`src/rtl/fp_result_queue_if.sv`:
```
// Handshake bundle between the FP ALU, the result queue and its consumer.
// The queue connects through the slave modport; the surrounding logic uses master.
interface fp_result_queue_if #(
    parameter int N     = 32,
    parameter int DEPTH = 4
);
    logic                     in_valid;
    logic                     in_ready;
    logic [N-1:0]             in_result;
    logic [4:0]               in_flags;
    logic                     out_valid;
    logic                     out_ready;
    logic [N-1:0]             out_result;
    logic [4:0]               out_flags;
    logic                     sticky_clr;
    logic [4:0]               sticky_flags;
    logic [$clog2(DEPTH):0]   count;

    modport master (
        output in_valid, in_result, in_flags, out_ready, sticky_clr,
        input  in_ready, out_valid, out_result, out_flags, sticky_flags, count
    );

    modport slave (
        input  in_valid, in_result, in_flags, out_ready, sticky_clr,
        output in_ready, out_valid, out_result, out_flags, sticky_flags, count
    );
endinterface

```
`src/rtl/fp_result_queue.sv`:
```
// FIFO of {result, exception flags} downstream of the FP ALU, with back-pressure
// on the ALU and a sticky OR of the flags of every accepted result.
module fp_result_queue #(
    parameter int N     = 32,
    parameter int DEPTH = 4
) (
    input logic              clk,
    input logic              rst,
    fp_result_queue_if.slave bus
);
    localparam int AW = $clog2(DEPTH);
    localparam int CW = AW + 1;
    localparam logic [CW-1:0] FULL_COUNT = CW'(DEPTH);

    logic [N+4:0]  mem [DEPTH];
    logic [AW-1:0] wr_ptr;
    logic [AW-1:0] rd_ptr;
    logic [CW-1:0] count_q;
    logic [4:0]    sticky_q;
    logic [N+4:0]  head;
    logic          full;
    logic          empty;
    logic          push;
    logic          pop;

    // Full/empty come from the registered count only, so in_ready never sees out_ready.
    assign full  = (count_q == FULL_COUNT);
    assign empty = (count_q == '0);
    assign push  = bus.in_valid && !full;
    assign pop   = bus.out_ready && !empty;

    always_ff @(posedge clk or posedge rst) begin
        if (rst) begin
            wr_ptr   <= '0;
            rd_ptr   <= '0;
            count_q  <= '0;
            sticky_q <= '0;
        end else begin
            if (push) begin
                wr_ptr <= wr_ptr + AW'(1);
            end
            if (pop) begin
                rd_ptr <= rd_ptr + AW'(1);
            end
            case ({push, pop})
                2'b10:   count_q <= count_q + CW'(1);
                2'b01:   count_q <= count_q - CW'(1);
                default: count_q <= count_q;
            endcase
            // A clear colliding with a push keeps the pushed flags.
            sticky_q <= (bus.sticky_clr ? 5'b0 : sticky_q) | (push ? bus.in_flags : 5'b0);
        end
    end

    // Storage is not reset; the outputs are gated to zero while empty.
    always_ff @(posedge clk) begin
        if (push) begin
            mem[wr_ptr] <= {bus.in_result, bus.in_flags};
        end
    end

    assign head             = mem[rd_ptr];
    assign bus.in_ready     = !full;
    assign bus.out_valid    = !empty;
    assign bus.out_result   = empty ? '0 : head[N+4:5];
    assign bus.out_flags    = empty ? 5'b0 : head[4:0];
    assign bus.sticky_flags = sticky_q;
    assign bus.count        = count_q;
endmodule

```
`src/flat_wrapper.sv`:
```
// flat-port wrapper written by rule: the top's interface ports become plain ports
module fp_result_queue_flat 
#(
    parameter int N     = 32,
    parameter int DEPTH = 4
)
  (clk, rst, bus_in_valid, bus_in_result, bus_in_flags, bus_out_ready, bus_sticky_clr, bus_in_ready, bus_out_valid, bus_out_result, bus_out_flags, bus_sticky_flags, bus_count);
  fp_result_queue_if #(.N(N), .DEPTH(DEPTH)) bus_i ();
  input logic clk;
  input logic rst;
  input wire logic [$bits(bus_i.in_valid)-1:0] bus_in_valid;
  input wire logic [$bits(bus_i.in_result)-1:0] bus_in_result;
  input wire logic [$bits(bus_i.in_flags)-1:0] bus_in_flags;
  input wire logic [$bits(bus_i.out_ready)-1:0] bus_out_ready;
  input wire logic [$bits(bus_i.sticky_clr)-1:0] bus_sticky_clr;
  output wire logic [$bits(bus_i.in_ready)-1:0] bus_in_ready;
  output wire logic [$bits(bus_i.out_valid)-1:0] bus_out_valid;
  output wire logic [$bits(bus_i.out_result)-1:0] bus_out_result;
  output wire logic [$bits(bus_i.out_flags)-1:0] bus_out_flags;
  output wire logic [$bits(bus_i.sticky_flags)-1:0] bus_sticky_flags;
  output wire logic [$bits(bus_i.count)-1:0] bus_count;
  assign bus_i.in_valid = bus_in_valid;
  assign bus_i.in_result = bus_in_result;
  assign bus_i.in_flags = bus_in_flags;
  assign bus_i.out_ready = bus_out_ready;
  assign bus_i.sticky_clr = bus_sticky_clr;
  assign bus_in_ready = bus_i.in_ready;
  assign bus_out_valid = bus_i.out_valid;
  assign bus_out_result = bus_i.out_result;
  assign bus_out_flags = bus_i.out_flags;
  assign bus_sticky_flags = bus_i.sticky_flags;
  assign bus_count = bus_i.count;
  fp_result_queue #(.N(N), .DEPTH(DEPTH)) u_core (.clk(clk), .rst(rst), .bus(bus_i));
endmodule
```
`config.mk`:
```
export PLATFORM = sky130hd
export DESIGN_NAME = fp_result_queue_flat
export DESIGN_NICKNAME = d
export VERILOG_FILES = /design/src/rtl/fp_result_queue_if.sv /design/src/rtl/fp_result_queue.sv /design/src/flat_wrapper.sv
export SDC_FILE = /design/constraint.sdc
export NUM_CORES = 1
export LEC_CHECK = 0
export ABC_AREA = 1
export CAP_MARGIN = 25
export CORE_UTILIZATION = 40
export DETAILED_ROUTE_END_ITERATION = 16
export PLACE_DENSITY = 0.62
export SYNTH_ARGS = -nofsm -noshare
export SYNTH_HDL_FRONTEND = slang
export SYNTH_SLANG_ARGS = --single-unit
export TNS_END_PERCENT = 10
```
`constraint.sdc`:
```
create_clock -name clk -period 3.9 [get_ports clk]
set_input_delay 0.975 -clock clk [delete_from_list [all_inputs] [get_ports clk]]
set_output_delay 0.975 -clock clk [all_outputs]
set_load 0.02 [all_outputs]
```
# Word-level counts from Yosys, hierarchy flattened
# Memories as Yosys holds them, arrays and structs flattened.
# Index checks and enable logic that the tools add are counted.
# W data, S select, Z words.
[totals]
n_memories = 1
output_inout_bits = 47
ramBits = 148
input_bits = 42
regBits = 12
word_cells = 26
[op_classes]
eq_ne = 3
reduce_logical = 6
n_mux = 7
addsub = 4
bitwise_logic = 1
[memory_table]
columns = ["memory", "depth", "width", "rd", "rd_ports_with_merged_regs", "wr", "line", "rtl"]
rows = [
  ["u_core.mem", 4, 37, 1, 0, 1, "fp_result_queue.sv:15", "logic [N+4:0] mem [DEPTH];"],
]
[ops]
columns = ["cell", "count"]
rows = [
  ["$mux W32", 1],
  ["$mux W5", 3],
  ["$pmux W3 S2", 1],
  ["$or A5 B5 Y5", 1],
  ["$add A2 B1 Y2 const B", 2],
  ["$add A3 B1 Y3 const B", 1],
  ["$eq A3 B3 Y1 const B", 1],
  ["$logic_not A3 Y1", 1],
  ["$sub A3 B1 Y3 const B", 1],
  ["$eq A2 B1 Y1 const B", 1],
  ["$eq A2 B2 Y1 const B", 1],
  ["$logic_and A1 B1 Y1", 2],
  ["$logic_not A1 Y1", 2],
  ["$mux W1", 2],
  ["$reduce_bool A2 Y1", 1],
]

# Depth between registers and ports, before layout
[logic_depth]
depth_word = 5
ltp_mapped = 12
ltp_nobuf = 12

# Least setup slack after synthesis
# No wires, ideal clock.
[synth_timing]
path_type = "input to register"
startpoint = "in bus_in_valid"
endpoint = "mem u_core.mem[0][0] (netlist name), enable pin"
slack_ns = 0.609
t_required_ns = 3.469
setup_time_ns = 0.431
path_buffers = 1
arrival_time_ns = 2.859
path_stages = 3
cell_sequence = "buf_2 nand2_1 nor2_1"
[synth_via]
elab_chain_len = 3
[synth_rtl]
columns = ["element", "line", "rtl"]
rows = [
  ["from (decl)", "flat_wrapper.sv:11", "input wire logic [$bits(bus_i.in_valid)-1:0] bus_in_valid;"],
  ["$logic_and A1 B1 Y1", "fp_result_queue.sv:29", "assign push = bus.in_valid && !full;"],
  ["$mux W1", "fp_result_queue.sv:57", "if (push) begin"],
  ["$mux W1 (not written as such)", "fp_result_queue.sv:58", "mem[wr_ptr] <= {bus.in_result, bus.in_flags};"],
  ["to (decl)", "fp_result_queue.sv:15", ""],
]
# No other way between the ends.

# Worst setup path after layout
[layout_timing]
startpoint = "reg u_core.count_q[1] (netlist: u_core.bus.count[1])"
endpoint = "out bus_out_result[30]"
[layout_via]
elab_chain_len = 2
[layout_rtl]
columns = ["element", "line", "rtl"]
rows = [
  ["from (decl)", "fp_result_queue.sv:18", "logic [CW-1:0] count_q;"],
  ["from (signal assigned)", "fp_result_queue.sv:46", "2'b10: count_q <= count_q + CW'(1);"],
  ["from (signal assigned)", "fp_result_queue.sv:47", "2'b01: count_q <= count_q - CW'(1);"],
  ["from (signal assigned)", "fp_result_queue.sv:48", "default: count_q <= count_q;"],
  ["$logic_not A3 Y1", "fp_result_queue.sv:28", "assign empty = (count_q == '0);"],
  ["$mux W32", "fp_result_queue.sv:65", "assign bus.out_result = empty ? '0 : head[N+4:5];"],
  ["to (decl)", "flat_wrapper.sv:18", "output wire logic [$bits(bus_i.out_result)-1:0] bus_out_result;"],
]
# No other way between the ends.

==> flow_metrics.tcl <==
set metrics [dict create \
    ys_seq_area_frac 0.683 \
    place_congestion 0.782 \
    worst-endpoint-required_ns 2.92 \
    drc_errors 0 \
    wl_per_cell_um 14.8 \
    ys.flop_type "edfxtp_1" \
    clkLatencyLatePin_ns 0.41 \
    synth_area_leader_cell "edfxtp_1" \
    routed_wl_um 14500 \
    vias 4638 \
    final_hold_viol_count 0 \
    drv_cap 0 \
    fillerInstances 1488 \
    cp_max_fo 37 \
    min_period_over_period 0.900 \
    row_count 47 \
    path_delay_family "buffers and inverters" \
    pre_cts_slack_ns 0.770 \
    die_x_um 134 \
    hpwl_um 8950 \
    drt_iter0_drc 227 \
    area_growth_pct 23.9 \
    syn_inst 663 \
    grt_max_degree 77 \
    synth_area_mm2 0.00695 \
    grtUsageTotal 0.174 \
    synth_fp_nets 711 \
    synth_area_per_cell_um2 10.5 \
    hold_depth 2 \
    grt_pass1_wl_um 23700 \
    ant_nets 0 \
    period_needed_ns 3.51 \
    fin_nets 800 \
    portBuffers 88 \
    post_cts_buffers 0 \
    htreeDepth 4 \
    r2r_slack_ns 1.60 \
    holdCritPathClass "flip-flop to flip-flop" \
    tightest_slew_ns 0.828 \
    initial_utilization 0.415 \
    setup_violations 0 \
    clkSlewWorstSetupHoldPaths_ns 0.06 \
    synth_commonest_cells "nand2_1 (172), inv_1 (163), edfxtp_1 (148)" \
    synthDominantCellAreaShare 0.639 \
    cts.sinks 160 \
    ys_ff_latch 160 \
    slew_violations 0 \
    cts_tree "built" \
    overflow 0 \
    crit_chain "inv_1 -> nand3_2 -> inv_2 -> a21oi_1 -> clkdlybuf4s50_1" \
    ios 89 \
    peakVddDrop_mv 0.609 \
    diodes 0 \
    fin_setup_tns_ns 0 \
    cp-end-kind "output port" \
    dieArea_mm2 0.0179 \
    status "finished, final reports clean" \
    die_y_um 134 \
    final_area_mm2 0.00861 \
    hold_buffers 0 \
    antenna_found_initial 1 \
    async_reset_ff_frac 0.0750 \
    slowest_stage "clkdlybuf4s50_1" \
    clk_path_buf_depth 2 \
    cts-root-buf "clkbuf_16" \
    min_from "u_core.bus.sticky_flags[1]" \
    dr.pass1.iters 4 \
    dpl-instance-area_mm2 0.00804 \
    crit_type "flip-flop to output port" \
    skew_ns 0.00579 \
    start_kind "flip-flop" \
    fin_cells 985 \
    cts.repair.resized 0 \
    synth_edf_count 148 \
    drive_gt1_frac 0.0654 \
    numCtsBuffers 17 \
    coreArea_mm2 0.0168 \
    synth_warnings 0 \
    synthTopCellsByArea "edfxtp_1 (64%), nand2_1 (9.3%), inv_1 (8.8%), nand3_1 (6.0%), dfrtp_1 (4.3%)" \
    yosysMostFrequentCell "nand2_1" \
    power_leakage_nw 3.72 \
    fin_ws_ns 0.391 \
    place_inst 953 \
    synth_cell_type_count 19 \
    rr_endpoint "u_core.bus.count[2]" \
    cpPeakStageDelay_ns 0.60 \
    crit_buf_inv 3 \
    vias_per_cell 4.71 \
    hold_end "u_core.bus.sticky_flags[1]" \
    rsz0062_at_grt "false" \
    cellPowerDensity_mw_per_mm2 799 \
    arrival_ns 2.53 \
    r2r_cells 10 \
    timing.rr.start "u_core.bus.count[1]" \
    grt_pass1_vias 4650 \
    slew_headroom 0.448 \
    fmax_mhz 285 \
]
worst reg2reg max path, stage by stage (launching register included):
cell	delay [ns]
dfrtp_1	0.40
inv_1	0.15
nand3_2	0.19
nand2_1	0.42
ha_1	0.26
inv_1	0.07
fa_1	0.40
nand2_1	0.11
nand3_1	0.08
nand2_1	0.06
nand2_1	0.05
state kept, by name, indices dropped and copies added (netlist names):
| signal | flops |
|---|---|
| u_core.bus.count | 3 |
| u_core.wr_ptr | 2 |
| u_core.rd_ptr | 2 |
| u_core.mem | 148 |
| u_core.bus.sticky_flags | 5 |
placed cells by master (no fill, tap or decap), types with 3 or more instances in the layout:
cell             Yosys  final
nor2_4               0      4
clkinvlp_4           0      5
clkbuf_16            0     17
inv_2                3      3
a21oi_1             37     37
inv_6                0      3
nand3_1             83     83
inv_1              163    163
ha_1                 5      5
dfrtp_1             12     10
clkdlybuf4s50_1      0     88
edfxtp_1           148    148
buf_4                2      9
nand2_1            172    172
area by class of cell:
type,count,area (µm²),share of cell area
clock buffer,19,433,0.0503
inverter,166,623,0.0724
clock inverter,13,138,0.0160
sequential,160,4750,0.551
timing repair buffer,98,968,0.112
multi-input combinational,309,1430,0.166
tap,220,275,0.0320
worst max-delay path by stage:
stage	from	depth (start not counted)	end
CTS	u_core.bus.count[0]	5	bus_out_result[16]
finish	u_core.bus.count[1]	5	bus_out_result[30]
global placement	bus_in_valid	4	u_core.mem[2][4]
global route	u_core.bus.count[0]	5	bus_out_result[16]
detailed placement	bus_in_valid	4	u_core.mem[2][3]
floorplan	bus_in_valid	3	u_core.mem[0][0]
stage by stage:
step	power, mW	util	hold WS, ns
2_1_floorplan	4.20	-	0.492
3_3_place_gp	5.31	0.480	0.470
3_5_place_dp	5.35	0.480	0.472
4_1_cts	6.97	0.514	0.502
5_1_grt	7.30	0.514	0.524
6_report	6.88	0.514	0.494
power by group:
group / leakage [nW] / internal (mW) / switching, mW
clock network: 0.264 / 0.942 / 0.649
logic: 1.95 / 1.11 / 1.82
registers: 1.50 / 2.26 / 0.0972
kinds of logic (layout without fill, tap and decap cells):
| family | Yosys count | count (layout) | synth area share |
|---|---|---|---|
| AOI/OAI and AO/OA | 39 | 39 | 0.0281 |
| xor gates and xnor gates | 2 | 2 | 0.00252 |
| adders and majority gates | 6 | 6 | 0.0119 |
| buffers and inverters | 194 | 296 | 0.116 |
| DFF | 160 | 160 | 0.683 |
| and+or+nand+nor | 262 | 262 | 0.159 |
per-layer routing:
layer | track usage | part of all wire | up-vias | wire length [µm]
met5 | 0 | 0 | - | 0
met4 | 0.0606 | 0.0086 | 0 | 125
met3 | 0.0382 | 0.055 | 13 | 799
met2 | 0.301 | 0.51 | 131 | 7370
met1 | 0.214 | 0.43 | 2221 | 6240
li1 | - | - | 2273 | -
Note: power is estimated with default switching activity, not from simulation.
